$ cat src/rtl/decode_pipe_stage.sv
// Decode stage: decodes RV32 ALU instructions into a compact record on
// acceptance and buffers the records in a small FIFO ahead of the consumer.
module decode_pipe_stage #(
    parameter int unsigned XLEN  = 32,
    parameter int unsigned DEPTH = 2,
    parameter int unsigned CNT_W = 16
) (
    input  logic             clk,
    input  logic             rst_n,
    input  logic             in_valid,
    output logic             in_ready,
    input  logic [31:0]      instr_in,
    output logic             out_valid,
    input  logic             out_ready,
    output logic [4:0]       rs1,
    output logic [4:0]       rs2,
    output logic [4:0]       rd,
    output logic [4:0]       alu_control,
    output logic [XLEN-1:0]  imm,
    output logic             use_imm,
    output logic             illegal,
    output logic [CNT_W-1:0] illegal_cnt
);

    // Processor-wide ALU operation codes
    localparam logic [4:0] ALU_ADD  = 5'd0;
    localparam logic [4:0] ALU_SUB  = 5'd1;
    localparam logic [4:0] ALU_SLL  = 5'd2;
    localparam logic [4:0] ALU_SLT  = 5'd3;
    localparam logic [4:0] ALU_SLTU = 5'd4;
    localparam logic [4:0] ALU_XOR  = 5'd5;
    localparam logic [4:0] ALU_SRL  = 5'd6;
    localparam logic [4:0] ALU_SRA  = 5'd7;
    localparam logic [4:0] ALU_OR   = 5'd8;
    localparam logic [4:0] ALU_AND  = 5'd9;

    localparam logic [6:0] OP_R = 7'h33;
    localparam logic [6:0] OP_I = 7'h13;

    localparam int unsigned   PTR_W   = $clog2(DEPTH);
    localparam logic [PTR_W:0] DEPTH_C = (PTR_W + 1)'(DEPTH);

    typedef struct packed {
        logic [4:0]      rs1;
        logic [4:0]      rs2;
        logic [4:0]      rd;
        logic [4:0]      alu;
        logic [XLEN-1:0] imm;
        logic            use_imm;
        logic            illegal;
    } rec_t;

    logic [6:0] opcode;
    logic [2:0] func3;
    logic [6:0] func7;
    rec_t       dec;
    logic       bad;

    rec_t             mem [DEPTH];
    logic [PTR_W-1:0] wr_ptr;
    logic [PTR_W-1:0] rd_ptr;
    logic [PTR_W:0]   count;
    logic             alive;
    logic             push;
    logic             pop;
    rec_t             head;

    assign opcode = instr_in[6:0];
    assign func3  = instr_in[14:12];
    assign func7  = instr_in[31:25];

    // Decode the incoming word into a record; unsupported encodings collapse to a zeroed illegal record
    always_comb begin
        dec     = '0;
        dec.alu = ALU_ADD;
        bad     = 1'b0;
        case (opcode)
            OP_R: begin
                dec.rs1 = instr_in[19:15];
                dec.rs2 = instr_in[24:20];
                dec.rd  = instr_in[11:7];
                if (func7 == 7'h00) begin
                    case (func3)
                        3'd0: dec.alu = ALU_ADD;
                        3'd1: dec.alu = ALU_SLL;
                        3'd2: dec.alu = ALU_SLT;
                        3'd3: dec.alu = ALU_SLTU;
                        3'd4: dec.alu = ALU_XOR;
                        3'd5: dec.alu = ALU_SRL;
                        3'd6: dec.alu = ALU_OR;
                        3'd7: dec.alu = ALU_AND;
                    endcase
                end else if (func7 == 7'h20 && func3 == 3'd0) begin
                    dec.alu = ALU_SUB;
                end else if (func7 == 7'h20 && func3 == 3'd5) begin
                    dec.alu = ALU_SRA;
                end else begin
                    bad = 1'b1;
                end
            end
            OP_I: begin
                dec.rs1     = instr_in[19:15];
                dec.rd      = instr_in[11:7];
                dec.use_imm = 1'b1;
                dec.imm     = {{(XLEN-12){instr_in[31]}}, instr_in[31:20]};
                case (func3)
                    3'd0: dec.alu = ALU_ADD;
                    3'd2: dec.alu = ALU_SLT;
                    3'd3: dec.alu = ALU_SLTU;
                    3'd4: dec.alu = ALU_XOR;
                    3'd6: dec.alu = ALU_OR;
                    3'd7: dec.alu = ALU_AND;
                    3'd1: begin
                        dec.imm = {{(XLEN-5){1'b0}}, instr_in[24:20]};
                        if (func7 == 7'h00) dec.alu = ALU_SLL;
                        else                bad     = 1'b1;
                    end
                    3'd5: begin
                        dec.imm = {{(XLEN-5){1'b0}}, instr_in[24:20]};
                        if (func7 == 7'h00)      dec.alu = ALU_SRL;
                        else if (func7 == 7'h20) dec.alu = ALU_SRA;
                        else                     bad     = 1'b1;
                    end
                endcase
            end
            default: bad = 1'b1;
        endcase
        if (bad) begin
            dec         = '0;
            dec.alu     = ALU_ADD;
            dec.illegal = 1'b1;
        end
    end

    // Handshakes depend only on registered state; alive keeps in_ready low until the first edge out of reset
    assign in_ready  = alive && (count < DEPTH_C);
    assign out_valid = (count != '0);
    assign push      = in_valid && in_ready;
    assign pop       = out_valid && out_ready;

    // Record storage, written at the tail on every accepted instruction
    always_ff @(posedge clk) begin
        if (push) mem[wr_ptr] <= dec;
    end

    // Pointers, occupancy, ready enable and saturating illegal-instruction counter
    always_ff @(posedge clk or negedge rst_n) begin
        if (!rst_n) begin
            wr_ptr      <= '0;
            rd_ptr      <= '0;
            count       <= '0;
            alive       <= 1'b0;
            illegal_cnt <= '0;
        end else begin
            alive <= 1'b1;
            if (push) wr_ptr <= wr_ptr + PTR_W'(1);
            if (pop)  rd_ptr <= rd_ptr + PTR_W'(1);
            case ({push, pop})
                2'b10:   count <= count + (PTR_W + 1)'(1);
                2'b01:   count <= count - (PTR_W + 1)'(1);
                default: count <= count;
            endcase
            if (push && dec.illegal && (illegal_cnt != '1))
                illegal_cnt <= illegal_cnt + CNT_W'(1);
        end
    end

    // Present the head record, forcing all data outputs to zero while empty
    always_comb begin
        head = '0;
        if (out_valid) head = mem[rd_ptr];
    end

    assign rs1         = head.rs1;
    assign rs2         = head.rs2;
    assign rd          = head.rd;
    assign alu_control = head.alu;
    assign imm         = head.imm;
    assign use_imm     = head.use_imm;
    assign illegal     = head.illegal;

endmodule

$ cat config.mk
export PLATFORM = sky130hd
export DESIGN_NAME = decode_pipe_stage
export DESIGN_NICKNAME = d
export VERILOG_FILES = /design/src/rtl/decode_pipe_stage.sv
export SDC_FILE = /design/constraint.sdc
export NUM_CORES = 1
export LEC_CHECK = 0
export CAP_MARGIN = 20
export CORE_MARGIN = 1.5
export CORE_UTILIZATION = 43
export CTS_CLUSTER_SIZE = 10
export DETAILED_ROUTE_END_ITERATION = 8
export PLACE_DENSITY = 0.81
export SYNTH_ARGS = -nofsm -noshare
export SYNTH_HDL_FRONTEND = slang
export SYNTH_SLANG_ARGS = --single-unit
export TNS_END_PERCENT = 5
$ cat constraint.sdc
create_clock -name clk -period 3.2 [get_ports clk]
set_input_delay 0.64 -clock clk [delete_from_list [all_inputs] [get_ports clk]]
set_output_delay 0.64 -clock clk [all_outputs]
set_load 0.03 [all_outputs]
==> results of run 1 <==
-- Yosys cell counts (all sizes together) (2+ instances only) --
cell type and n:
nor2 46, and2 29, dfrtp 21, nor2b 3
nand3 12, edfxtp 66, inv 9, xnor2 14
buf 25, a211oi 2, a2111oi 2, conb 2
nand4b 2, o21a 3, nor3 9, mux2i 35
xor2 5, clkbuf 10, or2 2, nand4 8
a21oi 4, ha 6, and3 7, nand2 9
-- layer usage --
metal  up-vias  track usage  part of all wire
met4         0       0.0811             0.019
met1      1396        0.217              0.42
met3        13       0.0325             0.055
li1       1393            -                 -
met5         -            0                 0
met2       102        0.285              0.51
-- cells by family (layout without fill, tap and decap cells) --
| group | count (synthesis) | in the layout | share of synthesized area |
|---|---|---|---|
| other | 2 | 2 | 0.00176 |
| buffers and inverters | 44 | 141 | 0.0599 |
| muxes | 36 | 36 | 0.0849 |
| AOI/OAI and AO/OA | 19 | 19 | 0.0379 |
| and+or+nand+nor | 132 | 132 | 0.171 |
| DFF | 87 | 87 | 0.588 |
| adders and majority gates | 6 | 6 | 0.0176 |
| xor gates and xnor gates | 19 | 19 | 0.0390 |
-- power by group through the flow --
stage	sequential [uW]	combinational [uW]	clock, uW
2_1_floorplan	1540	1730	0
3_3_place_gp	1540	2540	0
3_5_place_dp	1560	2570	0
4_1_cts	1530	2570	857
5_1_grt	1550	2710	897
6_report	1530	2560	837
-- metrics by stage --
| step | instances | util | total power (uW) | hold slack (ns) |
|---|---|---|---|---|
| floorplan | 345 | - | 3270 | 0.344 |
| global placement | 558 | 0.548 | 4090 | 0.485 |
| detailed placement | 558 | 0.548 | 4120 | 0.499 |
| CTS | 574 | 0.571 | 4960 | 0.514 |
| global route | 575 | 0.571 | 5160 | 0.540 |
| finish | 575 | 0.571 | 4920 | 0.511 |
-- final cells by class --
cell class              instances  area share
flip-flops and latches         87       0.453
clock buffers                  10      0.0231
clock inverters                 6      0.0167
multi-input cells             214       0.273
inverters                       9     0.00610
well taps                     133      0.0301
repair buffers                116       0.198
-- worst max-delay path, delay by kind of cell (launching register included) --
kind	cells	cell delay [ns]
multiplexers	1	0.09
flip-flops	1	0.67
buffers and inverters	2	0.96
AND/OR/NAND/NOR	1	0.17
-- how the worst max path moves through the flow --
stage	endpoint	startpoint	cells after the start
2_1_floorplan	imm[12]	rd_ptr	5
3_3_place_gp	mem[1][37]	instr_in[13]	8
3_5_place_dp	mem[1][37]	instr_in[13]	8
4_1_cts	imm[23]	rd_ptr	3
5_1_grt	mem[0][37]	instr_in[13]	8
6_report	illegal	rd_ptr	4
-- registers in the layout, summed over array words and instances, names as in the netlist --
| register | cells |
|---|---|
| alive | 1 |
| count | 2 |
| illegal_cnt | 16 |
| mem | 66 |
| rd_ptr | 1 |
| wr_ptr | 1 |
==> summary.md, run 1 <==
### Critical path
* **data required time of the worst path** 2.56 ns
* **FF-to-FF End** illegal_cnt[1]
* **R2R cell count** 5
* **endpoint kind of the worst setup timing path** primary output
* **Critical Path Start Type** register
* **critical path start-end classification** register to primary output
* **Critical Path, Cell by Cell** buf_12 -> mux2i_1 -> nor2_1 -> clkdlybuf4s50_1
* **data arrival at the endpoint of the critical path** 2.24 ns
* **longest individual stage delay on the worst path** 0.70 ns
* **FF-to-FF setup slack** 1.11 ns
* **top fanout value on the critical path** 21
* **slowest stage cell, crit path** clkdlybuf4s50_1
* **worst flop-to-flop path startpoint** illegal_cnt[7]

### Timing
* **post-route fraction of the period consumed by the critical path** 0.900
* **final number of setup-violating endpoints** 0
* **max-slew headroom at the worst pin** 0.371
* **Clock Skew** 0.0119 ns
* **final-report max-slew violation count** 0
* **final period demand of the worst path** 2.88 ns
* **hold violation total from the final report** 0
* **actual slew at the worst max-slew pin** 0.941 ns
* **setup slack after layout** 0.320 ns
* **unrepaired setup endpoints after global routing** no
* **setup TNS** 0 ns
* **highest clock frequency the design can meet** 347 MHz

### Power and ir drop
* **power density normalized to cell area** 890 mW/mm^2
* **cell leakage power** 0.00206 uW
* **switching fraction of total power** 0.420
* **Internal Dissipation** 2850 uW
* **sequential fraction of design power** 0.311
* **maximum vdd drop** 0.469 mV
* **Clk pwr share** 0.170
* **switching power of the nets** 2070 uW
* **share of power burned in combinational logic** 0.519

### Global route
* **GRT Overall Usage** 0.171
* **vias in the first global route** 2827
* **number of antenna violations at the first check in global routing** 0
* **Overflow after GRT** 0
* **global-route wire length before repair** 13.6 mm
* **pin count of the biggest net entering global routing** 34

### Clock tree
* **count of hold-fix buffers inserted at cts** 0
* **number of buffers created by CTS** 9
* **number of H-tree levels** 3
* **Resized Gates After CTS** 0
* **postcts setup bufs** 0
* **clock root cell** clkbuf_8
* **CTS tree** done
* **clock latency on the worst-skew pair** 0.35 ns
* **Num Clock Sinks** 87
* **clock transition at the register clock pins on the worst setup and hold paths after CTS** 0.09 ns
* **CTS Buffer Depth** 2

### Min path
* **Hold Path Stages** 1
* **startpoint of the tightest hold check path** illegal_cnt[10]
* **hold endpoint** illegal_cnt[10]
* **class of the worst hold path** register to register

### Detailed routing
* **detailed-route via count** 2904
* **total detailed-routing wirelength** 8.63 mm
* **DRC viols** 0
* **number of detailed-route iterations in the first pass** 5
* **per-cell routed wire length** 15.0 um
* **First DRT Iteration DRCs** 95
* **via/cell ratio** 5.05
* **Routed Antenna Nets** 0

### Yosys
* **Mapped Nets** 387
* **EDFF count, synth** 66
* **Distinct cells, synth** 44
* **count of mapped cells out of synthesis** 345
* **Syn Area/Cell** 12.4 um^2
* **fraction of post-synthesis cell area in the top cell type by area** 0.465
* **library cell occupying the most area in the post-synthesis netlist** edfxtp_1
* **sequential area share after synthesis** 0.588
* **cell area after synthesis** 0.00426 mm^2
* **number of synthesized register bits** 87
* **most used flip-flop cell after synthesis** edfxtp_1
* **proportion of synthesized flip-flops having asynchronous set or reset** 0.241
* **dominant cells by area after synthesis** edfxtp_1, dfrtp_1, mux2i_1, and2_1, nor2_1
* **total of warnings raised by yosys** 0

### Placement
* **Area after DPL** 0.00531 mm^2
* **pre-CTS worst setup slack** 0.00680 ns
* **count of buffers from port buffering** 106
* **HPWL after detailed placement** 6.24 mm
* **last weighted congestion value of the routability-driven placer** 0.794

### Finish
* **P&R area growth vs syn** 29.9%
* **NumNets Final** 479
* **Multi-input gate area** 0.00151 mm^2
* **filler cell count** 807
* **area occupied by registers** 0.00251 mm^2
* **share of layout cells above drive strength 1** 0.152
* **leading cell type in the layout, fill and taps excluded** clkdlybuf4s50_1
* **finished layout cell area** 0.00553 mm^2
* **most used cells in the layout excluding fill and tap cells** clkdlybuf4s50_1, edfxtp_1, nor2_1, mux2i_1, buf_4
* **Inserted Diodes** 0

### Floorplan
* **area of the die** 0.0105 mm^2
* **number of core rows** 36
* **Core Footprint** 0.00968 mm^2
* **height of the chip** 103 um
* **Die Wd** 103 um
* **Boundary Pins** 108
* **Initial Utilization** 0.440

### Run
* **number of max-capacitance violations reported** 0

### Status
* **status** finished clean

No activity file was read; power rests on OpenSTA's default activity.
==> inputs of run 2 (changes only) <==
Settings changed: CTS_CLUSTER_DIAMETER set to 200, SKIP_CTS_REPAIR_TIMING set to 1.
==> results of run 2 <==
No change in the layout: final DEF, timing and power equal those of run 1.
